$ cat config.mk
export PLATFORM = sky130hd
export DESIGN_NAME = control_unit
export DESIGN_NICKNAME = d
export VERILOG_FILES = /design/src/rtl/ctrl_pkg.sv /design/src/rtl/instr_reg.sv /design/src/rtl/control_unit.sv
export SDC_FILE = /design/constraint.sdc
export NUM_CORES = 1
export LEC_CHECK = 0
export BUFFER_PORTS_ARGS = -buffer_cell sky130_fd_sc_hd__buf_2
export CORE_MARGIN = 2
export CORE_UTILIZATION = 54
export CTS_CLUSTER_DIAMETER = 40
export DETAILED_ROUTE_END_ITERATION = 10
export PLACE_DENSITY = 0.82
export SLEW_MARGIN = 20
export SYNTH_ARGS = -nofsm -noshare
export SYNTH_HDL_FRONTEND = slang
export SYNTH_HIERARCHICAL = 1
export SYNTH_SLANG_ARGS = --single-unit
$ cat constraint.sdc
create_clock -name clk -period 3 [get_ports clk]
set_input_delay 0.6 -clock clk [delete_from_list [all_inputs] [get_ports clk]]
set_output_delay 0.6 -clock clk [all_outputs]
set_load 0.005 [all_outputs]
$ cat src/rtl/ctrl_pkg.sv
// Shared types for the control unit: FSM state encoding, opcodes, ALU selects
// and the bundled strobe/address output word with its Moore decoder.
package ctrl_pkg;

   typedef enum logic [3:0] {
      ST_INIT   = 4'd0,
      ST_FETCH  = 4'd1,
      ST_DECODE = 4'd2,
      ST_NOOP   = 4'd3,
      ST_LOAD_A = 4'd4,
      ST_LOAD_B = 4'd5,
      ST_STORE  = 4'd6,
      ST_ADD    = 4'd7,
      ST_SUB    = 4'd8,
      ST_HALT   = 4'd9
   } state_t;

   localparam logic [3:0] OP_NOOP  = 4'b0000;
   localparam logic [3:0] OP_STORE = 4'b0001;
   localparam logic [3:0] OP_LOAD  = 4'b0010;
   localparam logic [3:0] OP_ADD   = 4'b0011;
   localparam logic [3:0] OP_SUB   = 4'b0100;
   localparam logic [3:0] OP_HALT  = 4'b0101;

   localparam logic [2:0] ALU_PASS = 3'd0;
   localparam logic [2:0] ALU_ADD  = 3'd1;
   localparam logic [2:0] ALU_SUB  = 3'd2;

   typedef struct packed {
      logic       pc_up;
      logic       pc_clr;
      logic       ir_ld;
      logic [7:0] d_addr;
      logic       d_wr;
      logic       rf_s;
      logic [3:0] rf_w_addr;
      logic [3:0] rf_ra_addr;
      logic [3:0] rf_rb_addr;
      logic       rf_w_en;
      logic [2:0] alu_s;
   } ctrl_out_t;

   function automatic state_t opcode_to_state(input logic [3:0] op);
      state_t st;
      case (op)
         OP_STORE: st = ST_STORE;
         OP_LOAD:  st = ST_LOAD_A;
         OP_ADD:   st = ST_ADD;
         OP_SUB:   st = ST_SUB;
         OP_HALT:  st = ST_HALT;
         default:  st = ST_NOOP;
      endcase
      return st;
   endfunction

   function automatic ctrl_out_t decode_outputs(input state_t st, input logic [15:0] ir);
      ctrl_out_t o;
      o = '0;
      o.alu_s = ALU_PASS;
      case (st)
         ST_INIT: o.pc_clr = 1'b1;
         ST_FETCH: begin
            o.ir_ld = 1'b1;
            o.pc_up = 1'b1;
         end
         ST_LOAD_A, ST_LOAD_B: begin
            o.d_addr    = ir[7:0];
            o.rf_s      = 1'b1;
            o.rf_w_addr = ir[11:8];
            o.rf_w_en   = (st == ST_LOAD_B);
         end
         ST_STORE: begin
            o.d_addr     = ir[7:0];
            o.rf_ra_addr = ir[11:8];
            o.d_wr       = 1'b1;
         end
         ST_ADD, ST_SUB: begin
            o.rf_ra_addr = ir[11:8];
            o.rf_rb_addr = ir[7:4];
            o.rf_w_addr  = ir[3:0];
            o.rf_w_en    = 1'b1;
            o.alu_s      = (st == ST_ADD) ? ALU_ADD : ALU_SUB;
         end
         default: o = '0;
      endcase
      return o;
   endfunction

endpackage

$ cat src/rtl/instr_reg.sv
// 16-bit instruction register: synchronous clear wins over load, otherwise holds.
module instr_reg (
   input  logic        clk,
   input  logic        clear,
   input  logic        ld,
   input  logic [15:0] d,
   output logic [15:0] q
);

   logic [15:0] q_r;

   // instruction storage
   always_ff @(posedge clk) begin
      if (clear) begin
         q_r <= 16'h0000;
      end else if (ld) begin
         q_r <= d;
      end else begin
         q_r <= q_r;
      end
   end

   assign q = q_r;

endmodule

$ cat src/rtl/control_unit.sv
// Multi-cycle control FSM: fetch, decode and execute NOOP/LOAD/STORE/ADD/SUB/HALT.
// Outputs are registered from the state and IR value the coming edge will produce.
module control_unit
   import ctrl_pkg::*;
(
   input  logic        clk,
   input  logic        clear,
   input  logic [15:0] ir_in,
   output logic        pc_up,
   output logic        pc_clr,
   output logic        ir_ld,
   output logic [7:0]  d_addr,
   output logic        d_wr,
   output logic        rf_s,
   output logic [3:0]  rf_w_addr,
   output logic [3:0]  rf_ra_addr,
   output logic [3:0]  rf_rb_addr,
   output logic        rf_w_en,
   output logic [2:0]  alu_s,
   output logic [3:0]  state
);

   state_t      state_r;
   state_t      state_next_s;
   logic        ir_ld_s;
   logic [15:0] ir_q_s;
   logic [15:0] ir_next_s;
   ctrl_out_t   out_next_s;
   ctrl_out_t   out_r;

   instr_reg u_ir (
      .clk   (clk),
      .clear (clear),
      .ld    (ir_ld_s),
      .d     (ir_in),
      .q     (ir_q_s)
   );

   // next-state selection and IR load strobe
   always_comb begin
      state_next_s = ST_INIT;
      ir_ld_s      = 1'b0;
      case (state_r)
         ST_INIT:   state_next_s = ST_FETCH;
         ST_FETCH: begin
            state_next_s = ST_DECODE;
            ir_ld_s      = 1'b1;
         end
         ST_DECODE: state_next_s = opcode_to_state(ir_q_s[15:12]);
         ST_LOAD_A: state_next_s = ST_LOAD_B;
         ST_NOOP, ST_LOAD_B, ST_STORE, ST_ADD, ST_SUB: state_next_s = ST_FETCH;
         ST_HALT:   state_next_s = ST_HALT;
         default:   state_next_s = ST_INIT;
      endcase
   end

   // IR contents after the coming edge, so outputs can be registered in step with the state
   always_comb begin
      ir_next_s = ir_q_s;
      if (clear) begin
         ir_next_s = 16'h0000;
      end else if (ir_ld_s) begin
         ir_next_s = ir_in;
      end else begin
         ir_next_s = ir_q_s;
      end
      out_next_s = decode_outputs(state_next_s, ir_next_s);
   end

   // state and output registers; clear overrides every transition
   always_ff @(posedge clk) begin
      if (clear) begin
         state_r <= ST_INIT;
         out_r   <= decode_outputs(ST_INIT, 16'h0000);
      end else begin
         state_r <= state_next_s;
         out_r   <= out_next_s;
      end
   end

   assign pc_up      = out_r.pc_up;
   assign pc_clr     = out_r.pc_clr;
   assign ir_ld      = out_r.ir_ld;
   assign d_addr     = out_r.d_addr;
   assign d_wr       = out_r.d_wr;
   assign rf_s       = out_r.rf_s;
   assign rf_w_addr  = out_r.rf_w_addr;
   assign rf_ra_addr = out_r.rf_ra_addr;
   assign rf_rb_addr = out_r.rf_rb_addr;
   assign rf_w_en    = out_r.rf_w_en;
   assign alu_s      = out_r.alu_s;
   assign state      = state_r;

endmodule

---- Word level (Yosys, flattened, before mapping) ----
Cells that the tools add are included.
word-level totals
  bits in registers ....................... 48
  latch bits .............................. 0
  bits in writable memories ............... 0
  bits in read-only memories .............. 0
  input port bits ......................... 18
  output and inout port bits .............. 33
  word-level logic and storage cells ...... 57
  memories kept ........................... 0
cells by class
  add/subtract/negate cells ............... 0
  $mul .................................... 0
  divide/modulo/power cells ............... 0
  order comparisons ....................... 0
  equality and inequality tests ........... 20
  shift operators ......................... 0
  muxes and demuxes ....................... 11
  bitwise operators ....................... 3
  reduce and logical (&&, ||, !) cells .... 10
operators by type and width
  cell                  count
  $eq A4 B3 Y1 const B  10
  $pmux W4 S5           2
  $eq A4 B2 Y1 const B  4
  $eq A4 B1 Y1 const B  3
  $eq A4 B4 Y1 const B  3
  $mux W12              1
  $reduce_or A2 Y1      5
  $logic_not A4 Y1      2
  $pmux W4 S2           1
  $reduce_or A3 Y1      2
  $reduce_or A6 Y1      1
  $mux W1               5
  $not A1 Y1            3
  $mux W2               1
  $pmux W1 S2           1

---- Longest topological paths before layout ----
Gate-level depths: netlist of the first run.
  depth in word-level cells ............... 7
  depth in mapped cells ................... 7
  gate-level depth less buffers ........... 5

---- Modules after synthesis ----
The synthesis of the first run kept the hierarchy.
modules (own cells, without submodules)
  module        instances  cells each  area each (µm²)  seq. area each (µm²)
  control_unit  1          116         1214.9           620.6
  instr_reg     1          52          580.6            320.3

---- Worst setup path before layout of the first run ----
No wires, ideal clock.
  path kind ............................... reg-to-reg
  start ................................... reg state_r[0], in the netlist state[0]
  end ..................................... reg u_ir.q_r[10], in the netlist u_ir/q[10]
  library setup time ...................... 117 ps
  arrival ................................. 1713 ps
  data required time ...................... 2883 ps
  slack ................................... 1169 ps
  cell stages (with the launch flop) ...... 8
  path buffers ............................ 4
  period minus slack after synthesis ...... 1831 ps
  cells stage by stage .................... dfxtp_1 buf_2 nor4b_4 buf_2 buf_6 buf_12 mux2i_1 nor2_1
between the ends
  cells in the longest elaborated chain, start to end .. 3
RTL lines
  what                      line                source
  start: declaration        control_unit.sv:23  state_t state_r;
  start signal: assignment  control_unit.sv:76  state_r <= state_next_s;
  $eq A4 B1 Y1              control_unit.sv:43  case (state_r)
  $mux W1                   control_unit.sv:43
  named net ir_ld_s         control_unit.sv:25  logic ir_ld_s;
  $mux W12                  --
  end signal: assignment    instr_reg.sv:19     q_r <= q_r;
  end: declaration          instr_reg.sv:10     logic [15:0] q_r;
The timed path passes the listed nets, and every way through them passes these cells.
A chain may end at the register's enable or synchronous reset.

---- Final worst setup path of the first run ----
  start ................................... reg state_r[1], in the netlist state[1]
  end ..................................... reg out_r, in the netlist rf_w_addr[3]
between the ends
  cells in the longest elaborated chain, start to end .. 6
  elaborated cells between the ends (all ways) .. 21
  classes of those cells .................. eq/ne (13); mux (4); reduce/logical (4)
RTL lines
  what                                          line                source
  $eq A4 B2 Y1, or another cell as far along    control_unit.sv:43
  $reduce_or A6 Y1 (no line)                    --
  $pmux W4 S5                                   control_unit.sv:43
  $eq A4 B3 Y1 or $eq A4 B4 Y1 (tied branches)  ctrl_pkg.sv:60      case (st)
  $reduce_or A2 Y1, on equally long branches    --
  $pmux W4 S2 *                                 ctrl_pkg.sv:60
  end signal: assignment                        control_unit.sv:74  out_r <= decode_outputs(ST_INIT, 16'h0000);
  end signal: assignment                        control_unit.sv:77  out_r <= out_next_s;
  end: declaration                              control_unit.sv:29  ctrl_out_t out_r;
Mark *: on every way between the ends. The rest lies on a longest branch, timed or not.

==> results of run 1 <==
[worst min-delay path, delay by kind of cell]
| kind | cells | cell delay (ns) |
|---|---|---|
| buf+inv | 1 | 0.07 |
| mux | 1 | 0.06 |
| simple gates | 1 | 0.07 |
[flip-flops by register name, summed over array words and instances (netlist names)]
name        flops
u_ir/q         16
d_addr          8
rf_ra_addr      4
rf_rb_addr      4
rf_w_addr       4
state           4
alu_s           2
d_wr            1
ir_ld           1
pc_clr          1
rf_s            1
rf_w_en         1
[cells by family (layout without fill, tap and decap cells)]
| kind of cell | count (synthesis) | count (layout) | synth area share (%) |
|---|---|---|---|
| and+or+nand+nor | 58 | 58 | 16.9 |
| DFF | 47 | 47 | 52.4 |
| muxes | 28 | 28 | 15.6 |
| AOI/OAI and AO/OA | 19 | 19 | 8.36 |
| buffers and inverters | 13 | 59 | 5.57 |
| xor gates and xnor gates | 2 | 2 | 0.976 |
| other | 1 | 1 | 0.209 |
[worst max-delay path by stage]
stage               startpoint           end  slack (ns)  cells after the start
finish                state[1]  rf_w_addr[3]        0.94                      5
global route          state[1]     d_addr[3]        0.79                      4
CTS                   state[1]  rf_w_addr[3]        0.96                      5
detailed placement       clear  rf_w_addr[3]        0.99                      4
global placement         clear  rf_w_addr[3]        1.08                      4
floorplan             state[0]    u_ir/q[10]        1.17                      7
[layout make-up]
| cell class | count | area, µm² |
|---|---|---|
| repair buffers | 50 | 253 |
| well taps | 44 | 55.1 |
| inverters | 2 | 7.51 |
| clock buffers | 5 | 37.5 |
| flip-flops and latches | 47 | 941 |
| multi-input cells | 108 | 754 |
| clock inverters | 2 | 37.5 |
| fillers | 270 | 1020 |
[layer usage]
layer	GRT usage, %	routed length [µm]
met5	0	0
met4	9.42	58
met3	8.19	226
met2	36.7	1910
met1	24.9	1560
[Yosys cell counts, drive strengths merged]
library cell	instances	area, µm²
nor2b	3	21.3
a31oi	1	12.5
and2	1	6.26
mux2i	28	280
a21o	1	7.51
nor2	37	139
xor2	1	8.76
o31a	1	8.76
buf	11	92.6
o211ai	1	7.51
a21oi	1	5.00
o21a	1	7.51
a22oi	1	7.51
xnor2	1	8.76
nor4b	4	56.3
inv	2	7.51
o21bai	1	7.51
nand2b	4	25.0
nand3b	1	7.51
nor3b	1	7.51
nand2	3	11.3
nor3	2	10.0
nor4	2	18.8
o22ai	4	25.0
a2111oi	2	36.3
o21ai	5	25.0
dfxtp	47	941
conb	1	3.75
[stage by stage]
stage          area (µm²)  hold WS, ns
2_1_floorplan        1800        0.460
3_3_place_gp         2010        0.473
3_5_place_dp         2010        0.491
4_1_cts              2090        0.454
5_1_grt              2090        0.462
6_report             2090        0.462
[power by group through the flow]
stage                     Combinational (µW)  Clock (µW)  Sequential, µW
after floorplan                          198           0             688
after global placement                   214           0             700
after detailed placement                 221           0             703
after CTS                                224         370             690
after global routing                     243         399             696
final                                    224         363             690
==> impl_metrics.yaml, run 1 <==
timing:
  rsz0062_at_grt: "false"
  hold_viol: 0
  fin_skew_ns: 0.00976
  tightestPinTransition_ns: 0.624
  setup_slack_ns: 0.936
  fin_tns_setup_ns: 0
  slew_headroom_pct: 58.1
  max_freq_ghz: 0.484
  finalCriticalPeriod_ns: 2.06
  setup_viol: 0
  post-route-period-util_pct: 68.8
  drv_slew: 0
synthesis:
  syn_area_um2: 1800
  ys_types: 38
  synth-seq-area-share_pct: 52.4
  syn_area_per_cell_um2: 10.7
  ys_seq_elements: 47
  syn_nets: 186
  syn_inst: 168
  yosys_warnings: 6
critical_path:
  crit_buf_inv: 0
  crit_type: "flop to flop"
  path_delay_family: "compound AO/OA/AOI/OAI gates"
  end_kind: "flop"
  slowest_stage: "dfxtp_1"
  slowest_delay_ns: 0.59
  cp.arrival_ns: 2.35
  reg2reg_from: "state[1]"
  cp.required_ns: 3.28
  cp_max_fo: 11
  rrSetupSlack_ns: 0.94
  reg2reg_depth: 5
  worstPathCellList: "nor4b_2, o211ai_1, a2111oi_4, a31oi_2, o22ai_1"
  startpoint_type: "flop"
  timing.rr.end: "rf_w_addr[3]"
cells_and_area:
  drive_above_1_share_pct: 29.4
  layout.nets: 232
  areaGrowthSynthToFinish_pct: 16.2
  final_cells: 258
  layout_commonest_cell: "buf_2"
  mostFrequentLayoutCells: "buf_2, dfxtp_1, nor2_1, mux2i_1, clkbuf_4"
  n_antenna_cell: 0
  final_util_pct: 67.2
pwr:
  max-vdd-ir-drop_mv: 0.340
  combPwrFrac_pct: 17.5
  power.share.sequential_pct: 54.0
  power_switching_uw: 346
  switching_share_pct: 27.1
  p_per_area_nw_per_um2: 613
  leakage_uw: 0.000924
  p_int_uw: 931
  clock_power_share_pct: 28.4
  power_uw: 1280
floorplan:
  die_w_um: 61.7
  io_pins: 51
  rows: 20
  initial_core_util_pct: 57.9
  dieArea_um2: 3800
  fp.dieH_um: 61.7
  coreArea_um2: 3100
cts:
  cts_hold_buf: 0
  cts_resized: 0
  cts_max_level: 2
  clock_latency_ns: 0.36
  cts_tree: "done"
  clk_pin_slew_ns: 0.13
  cts_root_buffer: "clkbuf_4"
  cts_setup_buffers: 0
  clkSinkCount: 47
  clk_path_buf_depth: 2
  cts_made_buffers: 5
route:
  vias_per_cell: 5.29
  antenna_left: 0
  drcViolationCount: 0
  vias: 1364
  avgRoutedWirePerCell_um: 14.6
  drtPass1Iterations: 4
  drt_wl_total_um: 3760
  drtIter0Drc: 79
hold_path:
  min_to: "u_ir/q[15]"
  hp-class: "input port to flop"
  hold_start: "ir_in[15]"
  hold_depth: 3
run:
  cap_violations: 0
global_routing:
  grt_max_degree: 29
  grt_pass1_vias: 1305
  antenna_found_initial: 0
  grt_pass1_wl_um: 5880
  groute.usage.overall_pct: 21.9
  overflow: 0
placed_design:
  hpwl_um: 2690
  dp.cells: 251
  io_buffers: 49
  gp_congestion: 0.846
  pre_cts_slack_ns: 0.986
outcome:
  status: "finished, final reports clean"
(Power assumes the default switching activity.)
==> run 2, diff against run 1 <==
Settings changed: CORE_UTILIZATION 54 to 50, PLACE_DENSITY 0.82 to 0.77.
Clock period 3 ns to 1.95 ns, I/O delays scaled along.
==> impl_metrics.yaml, run 2 (synthesized netlist as in run 1, its figures left out) <==
cts:
  cts_made_buffers: 5
  clk_path_buf_depth: 2
  cts_root_buffer: "clkbuf_4"
  cts_hold_buf: 0
  clk_pin_slew_ns: 0.14
  clock_latency_ns: 0.37
  cts_tree: "done"
  cts_max_level: 2
  clkSinkCount: 47
pwr:
  power_uw: 2020
  max-vdd-ir-drop_mv: 0.446
  p_per_area_nw_per_um2: 940
  leakage_uw: 0.000964
critical_path:
  slowest_stage: "buf_4"
  worstPathCellList: "buf_4, nor4b_4, buf_4, mux2i_1, o22ai_1"
  slowest_delay_ns: 0.41
  crit_type: "flop to flop"
  rrSetupSlack_ns: 0.09
  crit_buf_inv: 2
  critical_path.most_common_cell: "buf_4"
  reg2reg_from: "state[2]"
  end_kind: "flop"
  path_delay_family: "buffers and inverters"
  cp.arrival_ns: 2.12
  startpoint_type: "flop"
  cp_max_fo: 23
  cp.required_ns: 2.20
  timing.rr.end: "rf_w_addr[2]"
  reg2reg_depth: 5
timing:
  tightestPinTransition_ns: 0.652
  drv_slew: 0
  hold_viol: 0
  fin_skew_ns: 0.00747
  slew_headroom_pct: 56.1
  finalCriticalPeriod_ns: 1.86
  fin_tns_setup_ns: 0
  rsz0062_at_grt: "false"
  max_freq_ghz: 0.537
  post-route-period-util_pct: 95.5
  setup_viol: 0
floorplan:
  initial_core_util_pct: 53.0
  rows: 21
  dieArea_um2: 4090
  coreArea_um2: 3390
  io_pins: 51
  die_w_um: 63.9
  fp.dieH_um: 63.9
placed_design:
  gp_congestion: 0.909
  io_buffers: 49
  hpwl_um: 2610
hold_path:
  min_to: "u_ir/q[12]"
  hold_start: "ir_in[12]"
  hp-class: "input port to flop"
  hold_depth: 3
global_routing:
  overflow: 0
  grt_pass1_wl_um: 5560
  groute.usage.overall_pct: 18.0
  grt_max_degree: 24
  grt_pass1_vias: 1175
  antenna_found_initial: 0
route:
  vias: 1322
  drtPass1Iterations: 4
  antenna_left: 0
  drcViolationCount: 0
  drtIter0Drc: 48
  drt_wl_total_um: 3420
  avgRoutedWirePerCell_um: 12.8
  vias_per_cell: 4.95
cells_and_area:
  largest_reg_flops: 16
  layout_commonest_cell: "buf_2"
  fill_cells: 293
  n_antenna_cell: 0
  layout.nets: 238
  drive_above_1_share_pct: 32.1
  areaGrowthSynthToFinish_pct: 19.7
  mostFrequentLayoutCells: "buf_2, dfxtp_1, nor2_1, mux2i_1, buf_4"
outcome:
  status: "finished, final reports clean"
run:
  cap_violations: 0
-- run 2: cell count changes in the layout (fill, tap and decap cells not counted) --
cell,change
inv_6,+1
clkinv_4,+1
clkinvlp_4,-1
buf_4,+6
nor4b_2,+1
nor4b_1,-1
-- run 2: per-stage QoR --
| stage | hold slack, ns | std cells | area [µm²] | setup slack [ns] | utilization, % |
|---|---|---|---|---|---|
| 3_5_place_dp | 0.483 | 259 | 2060 | 0.125 | 60.7 |
| 6_report | 0.259 | 267 | 2150 | 0.0871 | 63.4 |
| 3_3_place_gp | 0.471 | 259 | 2060 | 0.127 | 60.7 |
| 4_1_cts | 0.249 | 267 | 2140 | 0.108 | 63.2 |
| 2_1_floorplan | 0.460 | 168 | 1800 | 0.119 | - |
| 5_1_grt | 0.239 | 267 | 2150 | 0.0114 | 63.4 |
-- run 2: how the worst max path moves through the flow --
stage | start | end | slack (ns) | depth (start not counted)
floorplan | state[0] | u_ir/q[10] | 0.12 | 7
global placement | state[2] | rf_w_addr[2] | 0.13 | 5
detailed placement | state[2] | rf_w_addr[2] | 0.13 | 5
CTS | state[2] | rf_w_addr[2] | 0.11 | 5
global route | state[2] | rf_w_addr[2] | 0.01 | 5
finish | state[2] | rf_w_addr[2] | 0.09 | 5
-- run 2: cell type report --
| class | count | area (µm²) | area share [%] |
|---|---|---|---|
| Inverter | 2 | 7.51 | 0.349 |
| Clock buffer | 5 | 37.5 | 1.75 |
| Clock inverter | 3 | 47.5 | 2.21 |
| Sequential cell | 47 | 941 | 43.8 |
| Tap cell | 46 | 57.6 | 2.68 |
| Multi-Input combinational cell | 108 | 761 | 35.4 |
| Timing Repair Buffer | 56 | 298 | 13.9 |
-- run 2: where the power goes --
part           internal, µW  switching (µW)  total, µW  leakage, µW
sequential             1010            39.3       1050     0.000382
clock                   277             318        595    0.0000458
combinational           175             200        375     0.000536
-- run 2: repair_timing --
| action | in CTS | in global routing |
|---|---|---|
| gates resized for setup | 0 | 1 |
| endpoints found under the setup margin | 0 | 6 |
| endpoints found under the hold margin | 0 | 0 |
| buffers inserted | 0 | 0 |
-- run 2: routing by layer --
| layer | track usage (%) | share of wire, % |
|---|---|---|
| met2 | 26.0 | 44 |
| met1 | 24.9 | 50 |
| met5 | 0 | 0 |
| met3 | 5.99 | 5.2 |
| met4 | 6.52 | 1.4 |
-- run 2: tightest hold or removal path, stage by stage --
cell	delay, ns
buf_2	0.07
mux2i_1	0.05
nor2_1	0.08
==> run 3, diff against run 2 <==
Settings changed: SYNTH_HIERARCHICAL 1 to not set.
==> impl_metrics.yaml, run 3 <==
route:
  antenna_left: 0
  vias: 1460
  avgRoutedWirePerCell_um: 13.4
  drt_wl_total_um: 3740
  m1WireLength_um: 1670
  drtPass1Iterations: 5
  vias_per_cell: 5.23
  drtIter0Drc: 61
  wl_met2_um: 1800
  wl_met3_um: 241
  highest_layer: "met4"
  drcViolationCount: 0
critical_path:
  timing.rr.end: "ir_ld"
  end_kind: "flop"
  cp.arrival_ns: 2.09
  reg2reg_from: "u_ir.q[12]"
  reg2reg_depth: 5
  crit_type: "flop to flop"
  critPathLaunch: "u_ir.q[12]"
  worstPathCellList: "or3b_2, a211oi_1, buf_4, nor2_1, nor4_1"
  slowest_stage: "or3b_2"
  rrSetupSlack_ns: 0.10
  startpoint_type: "flop"
  cp.required_ns: 2.19
  slowest_delay_ns: 0.47
  cp_max_fo: 7
synthesis:
  ys_types: 41
  syn_area_um2: 1770
  syn_inst: 173
  synthMostInstantiatedCell: "dfxtp_1"
  ys_top_cells_by_area: "dfxtp_1, mux2i_1, nor2_1, mux2_2, a21oi_1"
  synth-seq-area-share_pct: 53.2
  synth_edf_count: 0
  synth.top_cell.area_share_pct: 53.2
  ys_seq_elements: 47
  yosysTopAreaCell: "dfxtp_1"
  yosys_warnings: 0
  synth_common_cells: "dfxtp_1, nor2_1, mux2i_1"
  ys_async_sr_fraction_pct: 0
  syn_nets: 191
  syn_area_per_cell_um2: 10.2
  synthFlopType: "dfxtp_1"
floorplan:
  fp.dieH_um: 63.5
  rows: 21
  initial_core_util_pct: 52.6
  io_pins: 51
  coreArea_um2: 3360
  dieArea_um2: 4030
  die_w_um: 63.5
cells_and_area:
  drive_above_1_share_pct: 36.5
  regArea_um2: 941
  multiInputGateArea_um2: 753
  mostFrequentLayoutCells: "buf_2, dfxtp_1, nor2_1, mux2i_1, buf_4"
  finalInstanceArea_um2: 2220
  final_cells: 279
  layout.nets: 251
  largest_reg_flops: 16
  fill_cells: 317
  n_antenna_cell: 0
  final_util_pct: 66.1
  layout_commonest_cell: "buf_2"
  areaGrowthSynthToFinish_pct: 25.8
pwr:
  leakage_uw: 0.00105
  max-vdd-ir-drop_mv: 0.608
  p_per_area_nw_per_um2: 1010
cts:
  clock_latency_ns: 0.35
  cts_max_level: 2
  cts_root_buffer: "clkbuf_4"
  cts_resized: 0
  clk_pin_slew_ns: 0.12
  clk_path_buf_depth: 2
  cts_made_buffers: 5
  cts_setup_buffers: 0
  clkSinkCount: 47
  cts_hold_buf: 0
  cts_tree: "done"
timing:
  post-route-period-util_pct: 94.8
  finalCriticalPeriod_ns: 1.85
  setup_viol: 0
  max_freq_ghz: 0.541
  fin_skew_ns: 0.00573
  fin_tns_setup_ns: 0
  drv_slew: 0
  hold_viol: 0
placed_design:
  gp_congestion: 0.845
  io_buffers: 49
  dp.cells: 272
  dpl_cell_area_um2: 2140
  hpwl_um: 2790
hold_path:
  min_to: "u_ir.q[15]"
  hold_depth: 3
  hp-class: "input port to flop"
  hold_start: "ir_in[15]"
global_routing:
  grt_max_degree: 23
  antenna_found_initial: 0
  overflow: 0
  grt_pass1_wl_um: 6090
  grt_pass1_vias: 1360
  groute.usage.overall_pct: 19.7
run:
  cap_violations: 0
outcome:
  status: "finished, final reports clean"
run 3: power breakdown:
| part | internal [µW] | total, µW | switching, µW |
|---|---|---|---|
| Sequential | 1040 | 1080 | 41.3 |
| Combinational | 289 | 624 | 335 |
| Clock | 263 | 548 | 285 |
| Total | 1590 | 2260 | 662 |
run 3: final cells by class:
cell class	count	share of cell area [%]
flip-flops and latches	47	42.3
repair buffers	64	16.7
inverters	7	1.18
well taps	46	2.59
clock inverters	2	1.69
clock buffers	5	1.69
multi-input cells	108	33.9
run 3: cells by family after synthesis:
group	share of synthesized area (%)
buffers and inverters	5.02
AND/OR/NAND/NOR	14.2
other	0.212
flip-flops	53.2
AO/OA/AOI/OAI	14.7
multiplexers	11.7
XOR/XNOR	0.991
run 3: through the flow:
step	hold slack [ns]	total power, µW	setup slack, ns
after floorplan	0.475	1530	0.00421
after global placement	0.497	1720	0.0614
after detailed placement	0.508	1730	0.0304
after CTS	0.265	2270	0.00639
after global routing	0.255	2390	-0.0142
final	0.269	2260	0.101
run 3: metal layers:
layer / global-route usage, % / up-vias
li1: - / 723
met1: 23.7 / 684
met2: 32.6 / 49
met3: 7.50 / 4
met4: 5.71 / 0
met5: 0 / -
run 3: worst max-delay path by stage:
stage / endpoint / depth (start not counted)
4_1_cts: rf_w_addr[1] / 4
6_report: ir_ld / 5
3_5_place_dp: rf_w_addr[1] / 4
5_1_grt: rf_w_addr[3] / 4
3_3_place_gp: rf_w_addr[2] / 4
2_1_floorplan: rf_w_addr[1] / 6
run 3: worst max-delay path: cells and delay by family (launching register included):
family,cells,cell delay (ns)
flops,1,0.38
buf+inv,1,0.19
compound gates,1,0.34
simple gates,3,0.82
